==> config.mk <==
export PLATFORM = sky130hd
export DESIGN_NAME = eth_udp_tx
export DESIGN_NICKNAME = d
export VERILOG_FILES = /design/src/rtl/eth_types_pkg.sv /design/src/rtl/eth_crc32.sv /design/src/rtl/eth_udp_tx.sv
export SDC_FILE = /design/constraint.sdc
export NUM_CORES = 1
export LEC_CHECK = 0
export BUFFER_PORTS_ARGS = -buffer_cell sky130_fd_sc_hd__buf_2
export CAP_MARGIN = 20
export CORE_UTILIZATION = 45
export CTS_BUF_LIST = sky130_fd_sc_hd__clkbuf_4
export DETAILED_ROUTE_END_ITERATION = 6
export PLACE_DENSITY_LB_ADDON = 0.3
export SYNTH_ARGS = -nofsm -noshare
export SYNTH_HDL_FRONTEND = slang
export SYNTH_SLANG_ARGS = --single-unit
==> constraint.sdc <==
create_clock -name clk -period 5 [get_ports clk]
set_input_delay 1 -clock clk [delete_from_list [all_inputs] [get_ports clk]]
set_output_delay 1 -clock clk [all_outputs]
set_load 0.005 [all_outputs]
==> src/rtl/eth_types_pkg.sv <==
// rtl/eth_types_pkg.sv - shared Ethernet/IPv4/UDP types and constants
package eth_types_pkg;

    localparam logic [15:0] ETHERTYPE_IPV4  = 16'h0800;
    localparam logic [7:0]  IP_PROTO_UDP    = 8'h11;
    localparam logic [7:0]  IP_TTL          = 8'h40;
    localparam int          ETH_MIN_PAYLOAD = 46;
    localparam int          UDP_MAX_PAYLOAD = 1472;
    localparam int          IP_HDR_BYTES    = 20;
    localparam int          UDP_HDR_BYTES   = 8;
    localparam logic [31:0] CRC32_POLY_REFL = 32'hEDB88320;

    typedef enum logic [3:0] {
        TX_IDLE,
        TX_CSUM,
        TX_PREAMBLE,
        TX_ETH_HEADER,
        TX_IP_HEADER,
        TX_UDP_HEADER,
        TX_PAYLOAD,
        TX_PAD,
        TX_FCS,
        TX_IFG
    } eth_tx_states;

    typedef struct packed {
        logic [47:0] dst_mac;
        logic [47:0] src_mac;
        logic [15:0] ethertype;
    } frame_header;

    typedef struct packed {
        logic [7:0]  version_ihl;
        logic [7:0]  tos;
        logic [15:0] total_len;
        logic [15:0] ident;
        logic [15:0] flags_frag;
        logic [7:0]  ttl;
        logic [7:0]  protocol;
        logic [15:0] checksum;
        logic [31:0] src_ip;
        logic [31:0] dst_ip;
    } ip_header;

    typedef struct packed {
        logic [15:0] src_port;
        logic [15:0] dst_port;
        logic [15:0] length;
        logic [15:0] checksum;
    } udp_header;

endpackage

==> src/rtl/eth_crc32.sv <==
// rtl/eth_crc32.sv - byte-wise reflected CRC-32 register, shared by tx FCS generation and rx FCS check
module eth_crc32 (
    input  logic        clk,
    input  logic        resetn,
    input  logic        init,
    input  logic        en,
    input  logic [7:0]  data,
    output logic [31:0] crc
);
    import eth_types_pkg::*;

    function automatic logic [31:0] crc_next(input logic [31:0] c, input logic [7:0] d);
        logic [31:0] r;
        r = c ^ {24'h0, d};
        for (int i = 0; i < 8; i++) begin
            r = r[0] ? ((r >> 1) ^ CRC32_POLY_REFL) : (r >> 1);
        end
        return r;
    endfunction

    always_ff @(posedge clk) begin
        if (!resetn) begin
            crc <= '1;
        end else if (init) begin
            crc <= '1;
        end else if (en) begin
            crc <= crc_next(crc, data);
        end
    end

endmodule

==> src/rtl/eth_udp_tx.sv <==
// rtl/eth_udp_tx.sv - Ethernet II / IPv4 / UDP frame builder feeding the RMII byte serializer
module eth_udp_tx #(
    parameter logic [47:0] FPGA_MAC   = 48'h00_1A_2B_3C_4D_5E,
    parameter logic [31:0] FPGA_IP    = 32'hC0_00_02_92,
    parameter logic [15:0] FPGA_PORT  = 16'd5005,
    parameter int          IFG_CYCLES = 48
) (
    input  logic        clk,
    input  logic        resetn,
    input  logic        start,
    input  logic [47:0] dest_mac,
    input  logic [31:0] dest_ip,
    input  logic [15:0] dest_port,
    input  logic [15:0] payload_len,
    output logic        busy,
    output logic        len_error,
    input  logic [7:0]  payload_byte,
    input  logic        payload_valid,
    output logic        payload_ready,
    output logic [7:0]  tx_byte,
    output logic        tx_valid,
    input  logic        tx_ready,
    output logic        tx_done,
    output logic        tx_underrun
);
    import eth_types_pkg::*;

    localparam logic [15:0] MIN_UDP_PAYLOAD = 16'(ETH_MIN_PAYLOAD - IP_HDR_BYTES - UDP_HDR_BYTES);
    localparam logic [15:0] MAX_LEN         = 16'(UDP_MAX_PAYLOAD);
    localparam logic [15:0] IP_LEN_ADD      = 16'(IP_HDR_BYTES + UDP_HDR_BYTES);
    localparam logic [15:0] UDP_LEN_ADD     = 16'(UDP_HDR_BYTES);
    localparam logic [15:0] IFG_LAST        = 16'(IFG_CYCLES - 1);

    eth_tx_states     state;
    frame_header      eth_h;
    ip_header         ip_h;
    udp_header        udp_h;
    logic [15:0]      len_q;
    logic [15:0]      cnt;
    logic [15:0]      frame_id;
    logic [31:0]      sum;
    logic             underrun_seen;
    logic [41:0][7:0] hdr;
    logic [5:0]       hdr_idx;
    logic [15:0]      csum_word;
    logic [16:0]      fold1;
    logic [15:0]      fold2;
    logic [31:0]      crc;
    logic [31:0]      fcs;
    logic             crc_init;
    logic             crc_en;
    logic             can_load;
    logic             have_byte;
    logic             load;
    logic [7:0]       next_byte;

    // All three headers packed in wire order; byte 41 is the first dest_mac byte.
    assign hdr     = {eth_h, ip_h, udp_h};
    assign hdr_idx = 6'd41 - cnt[5:0];
    assign fcs     = ~crc;

    always_comb begin
        csum_word = 16'h0000;
        case (cnt[3:0])
            4'd0: csum_word = {ip_h.version_ihl, ip_h.tos};
            4'd1: csum_word = ip_h.total_len;
            4'd2: csum_word = ip_h.ident;
            4'd3: csum_word = ip_h.flags_frag;
            4'd4: csum_word = {ip_h.ttl, ip_h.protocol};
            4'd5: csum_word = ip_h.src_ip[31:16];
            4'd6: csum_word = ip_h.src_ip[15:0];
            4'd7: csum_word = ip_h.dst_ip[31:16];
            4'd8: csum_word = ip_h.dst_ip[15:0];
            default: csum_word = 16'h0000;
        endcase
    end

    assign fold1 = {1'b0, sum[15:0]} + {1'b0, sum[31:16]};
    assign fold2 = fold1[15:0] + {15'h0, fold1[16]};

    always_comb begin
        next_byte = 8'h00;
        have_byte = 1'b0;
        case (state)
            TX_PREAMBLE: begin
                have_byte = 1'b1;
                next_byte = (cnt == 16'd7) ? 8'hD5 : 8'h55;
            end
            TX_ETH_HEADER, TX_IP_HEADER, TX_UDP_HEADER: begin
                have_byte = 1'b1;
                next_byte = hdr[hdr_idx];
            end
            TX_PAYLOAD: begin
                have_byte = payload_valid;
                next_byte = payload_byte;
            end
            TX_PAD: have_byte = 1'b1;
            TX_FCS: begin
                have_byte = (cnt < 16'd4);
                case (cnt[1:0])
                    2'd0: next_byte = fcs[7:0];
                    2'd1: next_byte = fcs[15:8];
                    2'd2: next_byte = fcs[23:16];
                    default: next_byte = fcs[31:24];
                endcase
            end
            default: ;
        endcase
    end

    // A new byte enters the output register whenever it is empty or being drained this edge.
    assign can_load      = !tx_valid || tx_ready;
    assign load          = can_load && have_byte;
    assign payload_ready = (state == TX_PAYLOAD) && can_load;
    assign crc_init      = (state == TX_IDLE);
    assign crc_en        = load && (state inside {TX_ETH_HEADER, TX_IP_HEADER, TX_UDP_HEADER,
                                                  TX_PAYLOAD, TX_PAD});

    eth_crc32 u_crc (
        .clk    (clk),
        .resetn (resetn),
        .init   (crc_init),
        .en     (crc_en),
        .data   (next_byte),
        .crc    (crc)
    );

    always_ff @(posedge clk) begin
        if (!resetn) begin
            state         <= TX_IDLE;
            tx_byte       <= 8'h00;
            tx_valid      <= 1'b0;
            busy          <= 1'b0;
            len_error     <= 1'b0;
            tx_done       <= 1'b0;
            tx_underrun   <= 1'b0;
            frame_id      <= 16'h0000;
            cnt           <= 16'h0000;
            len_q         <= 16'h0000;
            sum           <= 32'h0;
            underrun_seen <= 1'b0;
            eth_h         <= '0;
            ip_h          <= '0;
            udp_h         <= '0;
        end else begin
            len_error   <= 1'b0;
            tx_done     <= 1'b0;
            tx_underrun <= 1'b0;

            if (load) begin
                tx_byte  <= next_byte;
                tx_valid <= 1'b1;
            end else if (tx_ready) begin
                tx_valid <= 1'b0;
            end

            case (state)
                TX_IDLE: begin
                    if (start) begin
                        if (payload_len == 16'd0 || payload_len > MAX_LEN) begin
                            len_error <= 1'b1;
                        end else begin
                            eth_h <= '{dst_mac: dest_mac, src_mac: FPGA_MAC,
                                       ethertype: ETHERTYPE_IPV4};
                            ip_h  <= '{version_ihl: 8'h45, tos: 8'h00,
                                       total_len: payload_len + IP_LEN_ADD,
                                       ident: frame_id, flags_frag: 16'h4000,
                                       ttl: IP_TTL, protocol: IP_PROTO_UDP,
                                       checksum: 16'h0000, src_ip: FPGA_IP, dst_ip: dest_ip};
                            udp_h <= '{src_port: FPGA_PORT, dst_port: dest_port,
                                       length: payload_len + UDP_LEN_ADD, checksum: 16'h0000};
                            len_q         <= payload_len;
                            sum           <= 32'h0;
                            cnt           <= 16'h0000;
                            underrun_seen <= 1'b0;
                            busy          <= 1'b1;
                            state         <= TX_CSUM;
                        end
                    end
                end
                TX_CSUM: begin
                    if (cnt == 16'd9) begin
                        ip_h.checksum <= ~fold2;
                        cnt           <= 16'h0000;
                        state         <= TX_PREAMBLE;
                    end else begin
                        sum <= sum + {16'h0000, csum_word};
                        cnt <= cnt + 16'd1;
                    end
                end
                TX_PREAMBLE: begin
                    if (load) begin
                        if (cnt == 16'd7) begin
                            cnt   <= 16'h0000;
                            state <= TX_ETH_HEADER;
                        end else begin
                            cnt <= cnt + 16'd1;
                        end
                    end
                end
                TX_ETH_HEADER: begin
                    if (load) begin
                        cnt <= cnt + 16'd1;
                        if (cnt == 16'd13) state <= TX_IP_HEADER;
                    end
                end
                TX_IP_HEADER: begin
                    if (load) begin
                        cnt <= cnt + 16'd1;
                        if (cnt == 16'd33) state <= TX_UDP_HEADER;
                    end
                end
                TX_UDP_HEADER: begin
                    if (load) begin
                        if (cnt == 16'd41) begin
                            cnt   <= 16'h0000;
                            state <= TX_PAYLOAD;
                        end else begin
                            cnt <= cnt + 16'd1;
                        end
                    end
                end
                TX_PAYLOAD: begin
                    if (!payload_valid && !tx_valid && !underrun_seen) begin
                        tx_underrun   <= 1'b1;
                        underrun_seen <= 1'b1;
                    end
                    if (load) begin
                        if (cnt == len_q - 16'd1) begin
                            if (len_q < MIN_UDP_PAYLOAD) begin
                                cnt   <= cnt + 16'd1;
                                state <= TX_PAD;
                            end else begin
                                cnt   <= 16'h0000;
                                state <= TX_FCS;
                            end
                        end else begin
                            cnt <= cnt + 16'd1;
                        end
                    end
                end
                TX_PAD: begin
                    // cnt carries on from the payload count, so padding stops at the 46-byte minimum.
                    if (load) begin
                        if (cnt == MIN_UDP_PAYLOAD - 16'd1) begin
                            cnt   <= 16'h0000;
                            state <= TX_FCS;
                        end else begin
                            cnt <= cnt + 16'd1;
                        end
                    end
                end
                TX_FCS: begin
                    if (cnt < 16'd4) begin
                        if (load) cnt <= cnt + 16'd1;
                    end else if (tx_valid && tx_ready) begin
                        tx_done  <= 1'b1;
                        frame_id <= frame_id + 16'd1;
                        cnt      <= 16'h0000;
                        state    <= TX_IFG;
                    end
                end
                TX_IFG: begin
                    if (cnt == IFG_LAST) begin
                        busy  <= 1'b0;
                        state <= TX_IDLE;
                    end else begin
                        cnt <= cnt + 16'd1;
                    end
                end
                default: state <= TX_IDLE;
            endcase
        end
    end

endmodule

==> metrics.md, run 1 <==
| Metric | Value |
|---|---|
| Overall via count from detail_route | `16,300` |
| Share of power burned in combinational logic | `24.0%` |
| Clock sink count | `286` |
| Count of max-cap constraint violations | `0` |
| Hold_sp | `underrun_seen` |
| Number of warnings reported in the yosys synthesis log | `0` |
| Port bufs | `138` |
| Tot GR Track Use | `27.7%` |
| Syn-to-layout area delta | `11.8%` |
| Count of different cell masters after synthesis | `94` |
| Number of flops mapped to enable cells by yosys | `0` |
| Clock-pin slew on the worst setup and hold paths | `0.07 ns` |
| Number of cells on the worst reg-to-reg path | `22` |
| Iteration count of the initial detailed-routing pass | `6` |
| Actual transition at the worst max-transition pin | `1.07 ns` |
| Post-layout minimum cycle time | `4.57 ns` |
| Rows | `70` |
| Syn_area_per_cell | `7.89 um2` |
| Sw Ratio | `34.2%` |
| Clock Tree Buf Depth | `3` |
| Number of remaining DRC errors | `0` |
| I/O Pins | `139` |
| Layout cells sized above 1 | `15.7%` |
| Clk Tree Root Cell | `clkbuf_4` |
| Vias in the first global route | `15,600` |
| Sequential fraction of design power | `41.5%` |
| Internal power consumption | `3.87 mW` |
| Number of hold buffers added after CTS | `0` |
| Headroom to the max-slew limit | `28.0%` |
| Y dimension of the die | `195 um` |
| Detail Placement HPWL | `38,000 um` |
| Layout net count | `2,411` |
| H-Tree Depth | `3` |
| Highest ir drop seen on vdd | `0.000156 V` |
| DRT Wirelength | `52,900 um` |
| Final Hold Fails | `0` |
| Psw | `2.01 mW` |
| Flop-to-flop setup slack | `0.43 ns` |
| RSZ-0062 raised after global routing | `no` |
| FFs w/ async S/R, synth | `0%` |
| Iteration-0 DRC Markers | `1,598` |
| Leading register cell type out of synthesis | `dfxtp_1` |
| Clock network power share | `34.5%` |
| Initial core utilization | `45.8%` |
| Worst R2R Start | `cnt[1]` |
| Die area | `38,000 um2` |
| Type of destination of the critical path | `register` |
| End of the worst hold path | `tx_underrun` |
| Initial antenna violation count | `2` |
| First-pass GRT wire length | `84,000 um` |
| Depth of the worst hold-timing path | `1` |
| Hold/Removal Path Class | `reg -> reg` |
| Syn nets | `2,299` |
| Tcrit/Tclk final | `91.5%` |
| Worst-path maximum fanout | `15` |
| Wire per inst | `19.2 um` |
| Final setup viols | `0` |
| Pin count of the biggest net entering global routing | `156` |
| FMAX | `0.219 GHz` |
| Later-pin clock latency in the skew report | `0.77 ns` |
| Post-DRT Antenna Nets | `0` |
| Capturing point of the worst reg2reg path | `sum[27]` |
| Required time of the worst setup path | `5.62 ns` |
| Clock buffers created by TritonCTS | `79` |
| Gates resized, CTS repair | `0` |
| Largest clock skew in the final design | `0.0391 ns` |
| Finished layout cell area | `18,700 um2` |
| Launching element type of the critical path | `register` |
| TritonCTS clock tree | `built` |
| Seq/Total Area, Yosys | `34.2%` |
| #FFs+latches synth | `286` |
| Power per cell area | `314 nW/um2` |
| Cell count after synthesis | `2,124` |
| Type of the worst setup path | `reg -> reg` |
| Via count normalized by instance count | `5.91` |
| Lkg Pwr | `7.06 nW` |
| Status | `finished, final reports clean` |
| Final weighted congestion of routability-driven global placement | `1.03` |
| Post-CTS setup buffers | `0` |
| Final count of pins violating max slew | `0` |
| Total cell area at the placement stage | `17,800 um2` |
| Worst path arrival time | `5.20 ns` |
| Placeable core area | `36,600 um2` |
| Global route total overflow | `0` |
| Final standard cell utilization of the core | `51.2%` |
| Die extent in x | `195 um` |
| Aggregate negative setup slack | `0 ns` |
| Mapped Area | `16,800 um2` |
## layout make-up
cell class                      instances  area [um2]
Antenna cell                            5        12.5
Clock buffer                          112         841
Clock inverter                         20        97.6
Fill cell                            3615       17900
Inverter                               34         133
Multi-Input combinational cell       1654       10300
Sequential cell                       286        5730
Tap cell                              468         586
Timing Repair Buffer                  181        1040
## synthesized netlist by cell type (all sizes together), types with 32 or more instances
library cell | instances | area share [%]
nor2 | 165 | 3.7
dfxtp | 286 | 34
nand2 | 380 | 8.5
mux2i | 41 | 2.4
a21oi | 229 | 6.9
ha | 48 | 3.6
nor3 | 47 | 1.5
o21ai | 86 | 2.6
nand3 | 71 | 2.1
xor2 | 74 | 4.3
a22oi | 42 | 1.9
and3 | 40 | 1.5
xnor2 | 86 | 4.9
clkbuf | 128 | 2.9
inv | 32 | 0.72
## layout by cell type (no fill, tap or decap), types with 12 or more instances in the layout
cell type,n
o21a_1,15
ha_1,47
nor2_1,165
and2_1,12
nor4_1,14
o21ai_0,60
dfxtp_1,284
a31oi_1,16
o21ai_1,25
nor2b_1,14
o22ai_1,15
nand3_1,70
xor2_1,68
nand4_1,21
o211ai_1,26
inv_1,28
a211oi_1,26
buf_2,138
clkinv_1,15
clkbuf_4,112
a22oi_1,42
and3_1,39
nand2b_1,24
nand2_1,380
xnor2_1,78
mux4_2,16
nor3_1,46
mux2i_1,41
a21oi_1,228
buf_4,41
## layer usage
| layer | share of wire, % | global-route usage, % | vias to the layer above | wire length, um |
|---|---|---|---|---|
| met5 | 0 | 0 | - | 0 |
| met4 | 2.6 | 9.16 | 0 | 1350 |
| met3 | 8.0 | 5.03 | 114 | 4250 |
| met2 | 46 | 44.4 | 715 | 24200 |
| met1 | 44 | 37.4 | 7703 | 23100 |
| li1 | - | - | 7788 | - |
## power groups by stage
stage	sequential [mW]	clock, mW	combinational [mW]
after floorplan	2.42	0	1.04
after global placement	2.49	0	1.38
after detailed placement	2.49	0	1.38
after CTS	2.44	2.07	1.39
after global routing	2.45	2.20	1.52
final	2.44	2.03	1.41
## registers in the layout, summed over array words and instances (netlist names)
register,count
frame_id,16
underrun_seen,1
tx_valid,1
cnt,16
tx_byte,8
len_error,1
tx_done,1
eth_h,49
sum,32
tx_underrun,1
busy,1
u_crc.crc,32
state,4
len_q,13
hdr,110
## worst max-delay path: stages, from the launching register on
cell       delay, ns
dfxtp_2         0.44
inv_2           0.09
ha_1            0.22
inv_2           0.21
nor3_1          0.08
buf_4           0.22
a22oi_1         0.22
and3_1          0.24
inv_1           0.06
ha_1            0.27
a21o_1          0.17
a21oi_1         0.21
o21ai_0         0.13
a2111oi_0       0.45
buf_4           0.19
o31ai_1         0.14
a41o_1          0.29
nor4_1          0.20
nor3_1          0.10
buf_4           0.18
nand3_1         0.10
xor2_1          0.15
nor2_1          0.05
## cells by family (layout without fill, tap and decap cells)
family / Yosys count / in the layout / share of synthesized area [%]
xor gates and xnor gates: 163 / 163 / 9.67
buffers and inverters: 184 / 347 / 4.55
AOI/OAI and AO/OA: 550 / 550 / 20.5
and+or+nand+nor: 828 / 828 / 22.3
muxes: 63 / 63 / 5.00
DFF: 286 / 286 / 34.2
other: 0 / 5 / 0
adders and majority gates: 50 / 50 / 3.82
## worst max-delay path by stage
stage	slack, ns	to	depth (start not counted)	startpoint
after detailed placement	0.46	hdr[136]	23	sum[16]
after floorplan	0.37	sum[23]	21	cnt[1]
after global routing	0.04	hdr[136]	23	sum[16]
after CTS	0.46	sum[27]	22	cnt[0]
after global placement	0.59	sum[23]	22	cnt[1]
final	0.43	sum[27]	22	cnt[1]
## metrics by stage
| stage | total power, mW | hold WS [ns] | setup WS, ns | cells |
|---|---|---|---|---|
| 6_report | 5.88 | 0.432 | 0.427 | 2760 |
| 5_1_grt | 6.17 | 0.394 | 0.0448 | 2760 |
| 4_1_cts | 5.90 | 0.418 | 0.462 | 2755 |
| 3_5_place_dp | 3.87 | 0.433 | 0.461 | 2623 |
| 3_3_place_gp | 3.86 | 0.428 | 0.591 | 2623 |
| 2_1_floorplan | 3.46 | 0.398 | 0.365 | 2124 |
No activity file was read; power rests on OpenSTA's default activity.
==> run 2, diff against run 1 <==
ABC_AREA = 1   (was not set)
==> run 2 against run 1 <==
Net effect:
- the run now ends with design-rule violations left
- clock-buffer cell count is 4 lower
- sequential share of layout area fell by 1.6 points
- clock skew is 0.011 ns higher
- worst setup slack got worse by 0.076 ns
- wire length is 15% higher
- final cell count rose by 25%
- global-route usage up 2.1 points
- hold slack worse by 0.028 ns
- die area increased by 6.1%
- synthesized cell count grew 30%
- combinational power up 51%
- largest power group unchanged
==> metrics.md, run 2 <==
| Metric | Value |
|---|---|
| Initial antenna violation count | `1 (was 2)` |
| Die area | `40,400 um2 (was 38,000 um2)` |
| #FFs+latches synth | `286 (unchanged)` |
| Iteration-0 DRC Markers | `1,589 (was 1,598)` |
| Post-synthesis share of cell area spent on full adders, half adders and majority gates | `3.60% (was 3.82%)` |
| Tot GR Track Use | `29.7% (was 27.7%)` |
| Most common cell in the synthesized netlist | `nand2_1 (unchanged)` |
| Pin count of the biggest net entering global routing | `126 (was 156)` |
| Most frequent cells after synthesis | `nand2_1, inv_1, a21oi_1 (was nand2_1, dfxtp_1, a21oi_1)` |
| Rows | `72 (was 70)` |
| Clock sink count | `286 (unchanged)` |
| Clock Tree Buf Depth | `3 (unchanged)` |
| Later-pin clock latency in the skew report | `0.82 ns (was 0.77 ns)` |
| Setup ws final | `0.351 ns (was 0.427 ns)` |
| Post-layout minimum cycle time | `4.65 ns (was 4.57 ns)` |
| Iteration count of the initial detailed-routing pass | `7 (was 6)` |
| Port bufs | `138 (unchanged)` |
| Die extent in x | `201 um (was 195 um)` |
| Cells taking the most area after synthesis | `dfxtp_1, nand2_1, a21oi_1, o21ai_0, inv_1 (was dfxtp_1, nand2_1, a21oi_1, xnor2_1, nor2_1)` |
| Aggregate negative setup slack | `0 ns (unchanged)` |
| Leading register cell type out of synthesis | `dfxtp_1 (unchanged)` |
| Layout net count | `3,059 (was 2,411)` |
| Area share of the largest cell type after synthesis | `32.2% (was 34.2%)` |
| Syn-to-layout area delta | `11.2% (was 11.8%)` |
| Worst path arrival time | `5.34 ns (was 5.20 ns)` |
| Gates resized, CTS repair | `0 (unchanged)` |
| Detail Placement HPWL | `44,400 um (was 38,000 um)` |
| Worst-path maximum fanout | `25 (was 15)` |
| Actual transition at the worst max-transition pin | `1.07 ns (about the same)` |
| Lkg Pwr | `8.93 nW (was 7.06 nW)` |
| Slowest cell on the critical path | `dfxtp_4 (was a2111oi_0)` |
| Maximum cell stage delay along the critical path | `0.52 ns (was 0.45 ns)` |
| Pre-CTS setup slack | `0.461 ns (about the same)` |
| Final setup viols | `0 (unchanged)` |
| Type of the worst setup path | `reg -> reg (unchanged)` |
| Count of different cell masters after synthesis | `65 (was 94)` |
| Syn_area_per_cell | `6.44 um2 (was 7.89 um2)` |
| Share of synthesized cell area in and, or, nand and nor gates | `28.3% (was 22.3%)` |
| Clock-pin slew on the worst setup and hold paths | `0.07 ns (about the same)` |
| Clk Tree Root Cell | `clkbuf_4 (unchanged)` |
| Layout cells sized above 1 | `12.4% (was 15.7%)` |
| DRT Wirelength | `60,700 um (was 52,900 um)` |
| Largest register FFs | `110 (unchanged)` |
| Cell count after synthesis | `2,763 (was 2,124)` |
| Top library cells by usage in the layout, fill and taps aside | `nand2_1, inv_1, a21oi_1, o21ai_0, dfxtp_1 (was nand2_1, dfxtp_1, a21oi_1, nor2_1, buf_2)` |
| Mapped Area | `17,800 um2 (was 16,800 um2)` |
| FMAX | `0.215 GHz (was 0.219 GHz)` |
| Cell accounting for the most synthesized area | `dfxtp_1 (unchanged)` |
| Fraction of the mapped netlist area in compound gates | `21.8% (was 20.5%)` |
| Cell repeated most along the worst path | `nand2_1 (was buf_4)` |
| Final Hold Fails | `0 (unchanged)` |
| I/O Pins | `139 (unchanged)` |
| Seq/Total Area, Yosys | `32.2% (was 34.2%)` |
| Required time of the worst setup path | `5.69 ns (was 5.62 ns)` |
| Initial core utilization | `45.8% (about the same)` |
| Sw Ratio | `39.7% (was 34.2%)` |
| Share of power burned in combinational logic | `31.5% (was 24.0%)` |
| Highest ir drop seen on vdd | `0.000184 V (was 0.000156 V)` |
| Kind of cell with the highest combined delay on the critical path | `compound AO/OA/AOI/OAI gates (unchanged)` |
| Number of remaining DRC errors | `9 (was 0)` |
| Final-layout fill cell count | `3,995 (was 3,615)` |
| RSZ-0062 raised after global routing | `no (unchanged)` |
| Placeable core area | `38,800 um2 (was 36,600 um2)` |
| Smallest hold slack | `0.404 ns (was 0.432 ns)` |
| Number of hold buffers added after CTS | `0 (unchanged)` |
| Power per cell area | `343 nW/um2 (was 314 nW/um2)` |
| Buffer and inverter count on the worst path | `4 (was 6)` |
| Headroom to the max-slew limit | `27.0% (was 28.0%)` |
| Clock buffers created by TritonCTS | `80 (was 79)` |
| FFs w/ async S/R, synth | `0% (unchanged)` |
| Failing checks | `design-rule violations` |
| Overall via count from detail_route | `19,200 (was 16,300)` |
| Type of destination of the critical path | `register (unchanged)` |
| First-pass GRT wire length | `96,600 um (was 84,000 um)` |
| Vias in the first global route | `18,200 (was 15,600)` |
| Post-CTS setup buffers | `0 (unchanged)` |
| Final weighted congestion of routability-driven global placement | `0.983 (was 1.03)` |
| Largest clock skew in the final design | `0.0504 ns (was 0.0391 ns)` |
| Count of max-cap constraint violations | `0 (unchanged)` |
| TritonCTS clock tree | `built (unchanged)` |
| Via count normalized by instance count | `5.54 (was 5.91)` |
| Launching element type of the critical path | `register (unchanged)` |
| H-Tree Depth | `3 (unchanged)` |
| Sequential fraction of design power | `36.1% (was 41.5%)` |
| Fraction of synthesized area in multiplexers | `0% (was 5.00%)` |
| Crit path cell chain | `inv_2, ha_1, inv_1, nor2_1, a221oi_1, o221ai_1, ha_1, inv_1, fa_1, nand3b_1, nand2_1, a21oi_1, o21ai_1, a21boi_0, o21ai_1, a21boi_0, o21ai_1, nand2_1, inv_2, nand3_1, nand2_1, nand2_1, nor2_1 (was inv_2, ha_1, inv_2, nor3_1, buf_4, a22oi_1, and3_1, inv_1, ha_1, a21o_1, a21oi_1, o21ai_0, a2111oi_0, buf_4, o31ai_1, a41o_1, nor4_1, nor3_1, buf_4, nand3_1, xor2_1, nor2_1)` |
| Global route total overflow | `0 (unchanged)` |
| XOR/XNOR Fraction of Synth Area | `3.94% (was 9.67%)` |
| Syn nets | `2,938 (was 2,299)` |
| Status | `finished, violations left (was finished, final reports clean)` |
| Internal power consumption | `4.09 mW (was 3.87 mW)` |
| Leading cell type in the layout, fill and taps excluded | `nand2_1 (unchanged)` |
| Wire per inst | `17.5 um (was 19.2 um)` |
| Post-DRT Antenna Nets | `0 (unchanged)` |
| Largest family of logic cells by synthesized area | `simple AND/OR/NAND/NOR gates (unchanged)` |
| Number of warnings reported in the yosys synthesis log | `0 (unchanged)` |
| Y dimension of the die | `201 um (was 195 um)` |
| Number of flops mapped to enable cells by yosys | `0 (unchanged)` |
| Psw | `2.69 mW (was 2.01 mW)` |
| Final count of pins violating max slew | `0 (unchanged)` |
| Hold/Removal Path Class | `in -> reg (was reg -> reg)` |
| Clock network power share | `32.5% (was 34.5%)` |
| Tcrit/Tclk final | `93.0% (was 91.5%)` |
[run 2: cell count changes in the layout (fill, tap and decap cells not counted), moves of 41 or more]
cell | before | now
inv_1 | 28 | 305
nand2_1 | 380 | 588
mux2i_1 | 41 | 0
a21oi_1 | 228 | 300
o21ai_0 | 60 | 290
xnor2_1 | 78 | 15
nor2_1 | 165 | 260
nand3_1 | 70 | 194
[run 2: metrics by stage]
step	total power [mW]	std cells	utilization (%)	area [um2]
after global routing	7.18	3460	51.0	19800
final	6.78	3462	51.0	19800
after CTS	6.79	3459	51.0	19800
after detailed placement	4.58	3320	48.4	18800
after global placement	4.55	3320	48.4	18800
after floorplan	3.99	2763	-	17800
[run 2: power groups by stage]
stage | combinational (mW) | clock [mW] | sequential (mW)
2_1_floorplan | 1.53 | 0 | 2.46
3_3_place_gp | 2.06 | 0 | 2.49
3_5_place_dp | 2.08 | 0 | 2.49
4_1_cts | 2.09 | 2.26 | 2.44
5_1_grt | 2.35 | 2.37 | 2.46
6_report | 2.13 | 2.20 | 2.45
[run 2: worst paths after layout]
kind                 from    endpoint  slack [ns]  cells past startpoint
max reg2reg        cnt[0]     sum[28]        0.35                     23
min reg2reg    eth_h[106]  eth_h[106]        0.45                      2
max                cnt[0]     sum[28]        0.35                     23
min          dest_mac[27]   eth_h[91]        0.40                      3
[run 2: area by class of cell]
cell class,instances,area (um2),area share (%)
tap,518,648,3.27
multi-input combinational,2026,10300,51.9
antenna,3,7.51,0.0379
clock inverter,31,201,1.02
timing repair buffer,162,898,4.54
sequential,286,5730,28.9
clock buffer,108,811,4.09
inverter,328,1230,6.23
[run 2: cell families (layout without fill, tap and decap cells)]
family	count (synthesis)	count (layout)
AND/OR/NAND/NOR	1183	1183
XOR/XNOR	77	77
adder cells (fa/ha/maj)	50	50
buffers and inverters	451	629
flip-flops	286	286
AO/OA/AOI/OAI	716	716
other	0	3
[run 2: layer usage]
layer	global-route usage (%)	up-vias	part of all wire (%)
met5	0	-	0
met4	11.8	0	3.2
met3	5.15	123	6.6
met2	47.1	736	45
met1	40.1	8934	45
li1	-	9403	-
[run 2: worst reg2reg max path: stages (launching register included)]
cell and delay (ns):
dfxtp_4 0.52, inv_2 0.10, ha_1 0.28, inv_1 0.28, nor2_1 0.20, a221oi_1 0.38, o221ai_1 0.21, ha_1 0.25
inv_1 0.12, fa_1 0.23, nand3b_1 0.12, nand2_1 0.09, a21oi_1 0.23, o21ai_1 0.13, a21boi_0 0.28, o21ai_1 0.14
a21boi_0 0.35, o21ai_1 0.18, nand2_1 0.12, inv_2 0.08, nand3_1 0.09, nand2_1 0.06, nand2_1 0.05, nor2_1 0.04
==> run 3, diff against run 2 <==
clock period = 5.4 ns   (was 5 ns; I/O delays follow)
==> run 3 against run 2 <==
Net effect:
- the flow still finishes with violations (design-rule violations)
- die area stayed put
- sequential power is 8.2% lower
- largest cell class unchanged
- non-clock buffer count is 1 higher
- critical path type unchanged
- first-iteration DRC count is 20% higher
==> metrics.md, run 3 (synthesis results as in run 2) <==
| Metric | Value |
|---|---|
| Status | `finished, violations left (unchanged)` |
| Failing checks | `design-rule violations (unchanged)` |
| Flop-to-flop setup slack | `0.35 ns (about the same)` |
| Pin count of the biggest net entering global routing | `91 (was 126)` |
| Number of cells on the worst reg-to-reg path | `24 (was 23)` |
| Port bufs | `138 (unchanged)` |
| Wire per inst | `17.1 um (was 17.5 um)` |
| Post-DRT Antenna Nets | `0 (unchanged)` |
| Buffer and inverter count on the worst path | `5 (was 4)` |
| Placeable core area | `38,800 um2 (unchanged)` |
| Maximum cell stage delay along the critical path | `0.46 ns (was 0.52 ns)` |
| Clock Tree Buf Depth | `3 (unchanged)` |
| First-pass GRT wire length | `94,700 um (was 96,600 um)` |
| Power per cell area | `317 nW/um2 (was 343 nW/um2)` |
| Final Hold Fails | `0 (unchanged)` |
| Initial core utilization | `45.8% (unchanged)` |
| Leading cell type in the layout, fill and taps excluded | `nand2_1 (unchanged)` |
| Internal power consumption | `3.83 mW (was 4.09 mW)` |
| Layout net count | `3,062 (was 3,059)` |
| H-Tree Depth | `3 (unchanged)` |
| Required time of the worst setup path | `6.09 ns (was 5.69 ns)` |
| Hold/Removal Path Class | `reg -> reg (was in -> reg)` |
| Headroom to the max-slew limit | `31.6% (was 27.0%)` |
| Tcrit/Tclk final | `93.5% (was 93.0%)` |
| Post-CTS setup buffers | `0 (unchanged)` |
| Initial antenna violation count | `2 (was 1)` |
| Share of power burned in combinational logic | `31.2% (was 31.5%)` |
| Setup ws final | `0.352 ns (was 0.351 ns)` |
| TritonCTS clock tree | `built (unchanged)` |
| Sw Ratio | `39.0% (was 39.7%)` |
| Aggregate negative setup slack | `0 ns (unchanged)` |
| Worst R2R Start | `cnt[1] (was cnt[0])` |
| Worst-path maximum fanout | `30 (was 25)` |
| Worst path arrival time | `5.74 ns (was 5.34 ns)` |
| Vias in the first global route | `18,100 (was 18,200)` |
| Highest ir drop seen on vdd | `0.000154 V (was 0.000184 V)` |
| Count of max-cap constraint violations | `0 (unchanged)` |
| Crit path cell chain | `inv_2, buf_4, ha_1, inv_1, nor3_1, a221oi_1, o221ai_1, ha_1, inv_1, fa_1, nand3b_1, nand2_1, a21oi_1, o21ai_1, a21boi_0, o21ai_1, a21boi_0, o21ai_1, nand2_1, inv_2, nand3_1, nand2_1, nand2_1, nor2_1 (was inv_2, ha_1, inv_1, nor2_1, a221oi_1, o221ai_1, ha_1, inv_1, fa_1, nand3b_1, nand2_1, a21oi_1, o21ai_1, a21boi_0, o21ai_1, a21boi_0, o21ai_1, nand2_1, inv_2, nand3_1, nand2_1, nand2_1, nor2_1)` |
| Launching element type of the critical path | `register (unchanged)` |
| Final weighted congestion of routability-driven global placement | `1.04 (was 0.983)` |
| Top library cells by usage in the layout, fill and taps aside | `nand2_1, inv_1, a21oi_1, o21ai_0, dfxtp_1 (unchanged)` |
| Iteration-0 DRC Markers | `1,900 (was 1,589)` |
| Final-layout fill cell count | `3,963 (was 3,995)` |
| Overall via count from detail_route | `19,200 (about the same)` |
| Pre-CTS setup slack | `0.520 ns (was 0.461 ns)` |
| Clock-pin slew on the worst setup and hold paths | `0.07 ns (about the same)` |
| End of the worst hold path | `eth_h[107] (was eth_h[91])` |
| Clock buffers created by TritonCTS | `82 (was 80)` |
| Clk Tree Root Cell | `clkbuf_4 (unchanged)` |
| Layout cells sized above 1 | `12.8% (was 12.4%)` |
| Actual transition at the worst max-transition pin | `1.02 ns (was 1.07 ns)` |
| Y dimension of the die | `201 um (unchanged)` |
| Final setup viols | `0 (unchanged)` |
| Psw | `2.45 mW (was 2.69 mW)` |
| Detail Placement HPWL | `43,200 um (was 44,400 um)` |
| Cell repeated most along the worst path | `nand2_1 (unchanged)` |
| Later-pin clock latency in the skew report | `0.79 ns (was 0.82 ns)` |
| Rows | `72 (unchanged)` |
| Lkg Pwr | `8.96 nW (was 8.93 nW)` |
| Number of hold buffers added after CTS | `0 (unchanged)` |
| Tot GR Track Use | `29.1% (was 29.7%)` |
| DRT Wirelength | `59,400 um (was 60,700 um)` |
| Sequential fraction of design power | `35.9% (was 36.1%)` |
| Die area | `40,400 um2 (unchanged)` |
| RSZ-0062 raised after global routing | `no (unchanged)` |
| Die extent in x | `201 um (unchanged)` |
| Largest clock skew in the final design | `0.0729 ns (was 0.0504 ns)` |
| Syn-to-layout area delta | `11.2% (about the same)` |
| Number of remaining DRC errors | `34 (was 9)` |
| Type of the worst setup path | `reg -> reg (unchanged)` |
| Via count normalized by instance count | `5.55 (was 5.54)` |
| Kind of cell with the highest combined delay on the critical path | `compound AO/OA/AOI/OAI gates (unchanged)` |
| Final count of pins violating max slew | `0 (unchanged)` |
| Clock sink count | `286 (unchanged)` |
| Slowest cell on the critical path | `nor3_1 (was dfxtp_4)` |
| Iteration count of the initial detailed-routing pass | `7 (unchanged)` |
| Capturing point of the worst reg2reg path | `sum[28] (unchanged)` |
| Depth of the worst hold-timing path | `2 (was 3)` |
| Post-layout instance count excluding filler cells | `3,465 (was 3,462)` |
| Hold_sp | `eth_h[107] (was dest_mac[27])` |
| FMAX | `0.198 GHz (was 0.215 GHz)` |
| Largest register FFs | `110 (unchanged)` |
| Type of destination of the critical path | `register (unchanged)` |
| Instance count after placement with tap cells included | `3,320 (unchanged)` |
| I/O Pins | `139 (unchanged)` |
| Clock network power share | `32.9% (was 32.5%)` |
| Post-layout minimum cycle time | `5.05 ns (was 4.65 ns)` |
| Global route total overflow | `0 (unchanged)` |
-- run 3: cell count changes in the layout (fill, tap and decap cells not counted), moves of 3 or more --
| cell | previous run | this run |
|---|---|---|
| buf_4 | 23 | 26 |
| clkbuf_4 | 108 | 124 |
| clkinv_1 | 20 | 15 |
| clkinv_2 | 9 | 4 |
| inv_2 | 18 | 21 |
| inv_6 | 3 | 0 |
-- run 3: how the worst max path moves through the flow --
stage | start | end | slack, ns | cells past startpoint
floorplan | cnt[1] | sum[28] | 1.22 | 27
global placement | cnt[1] | sum[28] | 0.69 | 24
detailed placement | cnt[1] | sum[28] | 0.52 | 24
CTS | cnt[1] | sum[28] | 0.47 | 24
global route | cnt[1] | sum[28] | 0.05 | 24
finish | cnt[1] | sum[28] | 0.35 | 24
-- run 3: power groups by stage --
stage | clock network [mW] | logic (mW) | registers [mW]
finish | 2.07 | 1.96 | 2.25
global route | 2.23 | 2.18 | 2.26
CTS | 2.12 | 1.91 | 2.25
detailed placement | 0 | 1.91 | 2.30
global placement | 0 | 1.88 | 2.30
floorplan | 0 | 1.42 | 2.28
-- run 3: layer usage --
layer	track usage [%]	wire length, um	up-vias	share of wire (%)
li1	-	-	9417	-
met1	39.1	26100	8720	44
met2	44.6	25700	917	43
met3	5.55	5370	162	9.0
met4	13.7	2200	2	3.7
met5	0	9	-	0.015
-- run 3: layout make-up --
type	count	area, um2	area share (%)
repair buffers	163	881	4.45
flip-flops and latches	286	5730	28.9
clock inverters	19	104	0.524
clock buffers	124	931	4.70
inverters	328	1230	6.23
well taps	518	648	3.27
multi-input cells	2026	10300	51.9
diodes	1	2.50	0.0126
-- run 3: worst min-delay path, stage by stage, from the launching register on --
cell     delay [ns]
dfxtp_1        0.30
inv_1          0.05
a21oi_1        0.05
-- run 3: what timing repair did --
action                                  CTS  global route
endpoints found under the hold margin     0             0
gates resized for setup                   0             1
endpoints found under the setup margin    0             2
-- run 3: through the flow --
stage / instance area (um2) / utilization (%) / hold slack, ns / total power, mW
3_5_place_dp: 18800 / 48.3 / 0.442 / 4.21
2_1_floorplan: 17800 / - / 0.421 / 3.70
4_1_cts: 19800 / 51.0 / 0.451 / 6.28
3_3_place_gp: 18800 / 48.3 / 0.433 / 4.18
5_1_grt: 19800 / 51.0 / 0.467 / 6.67
6_report: 19800 / 51.0 / 0.448 / 6.28
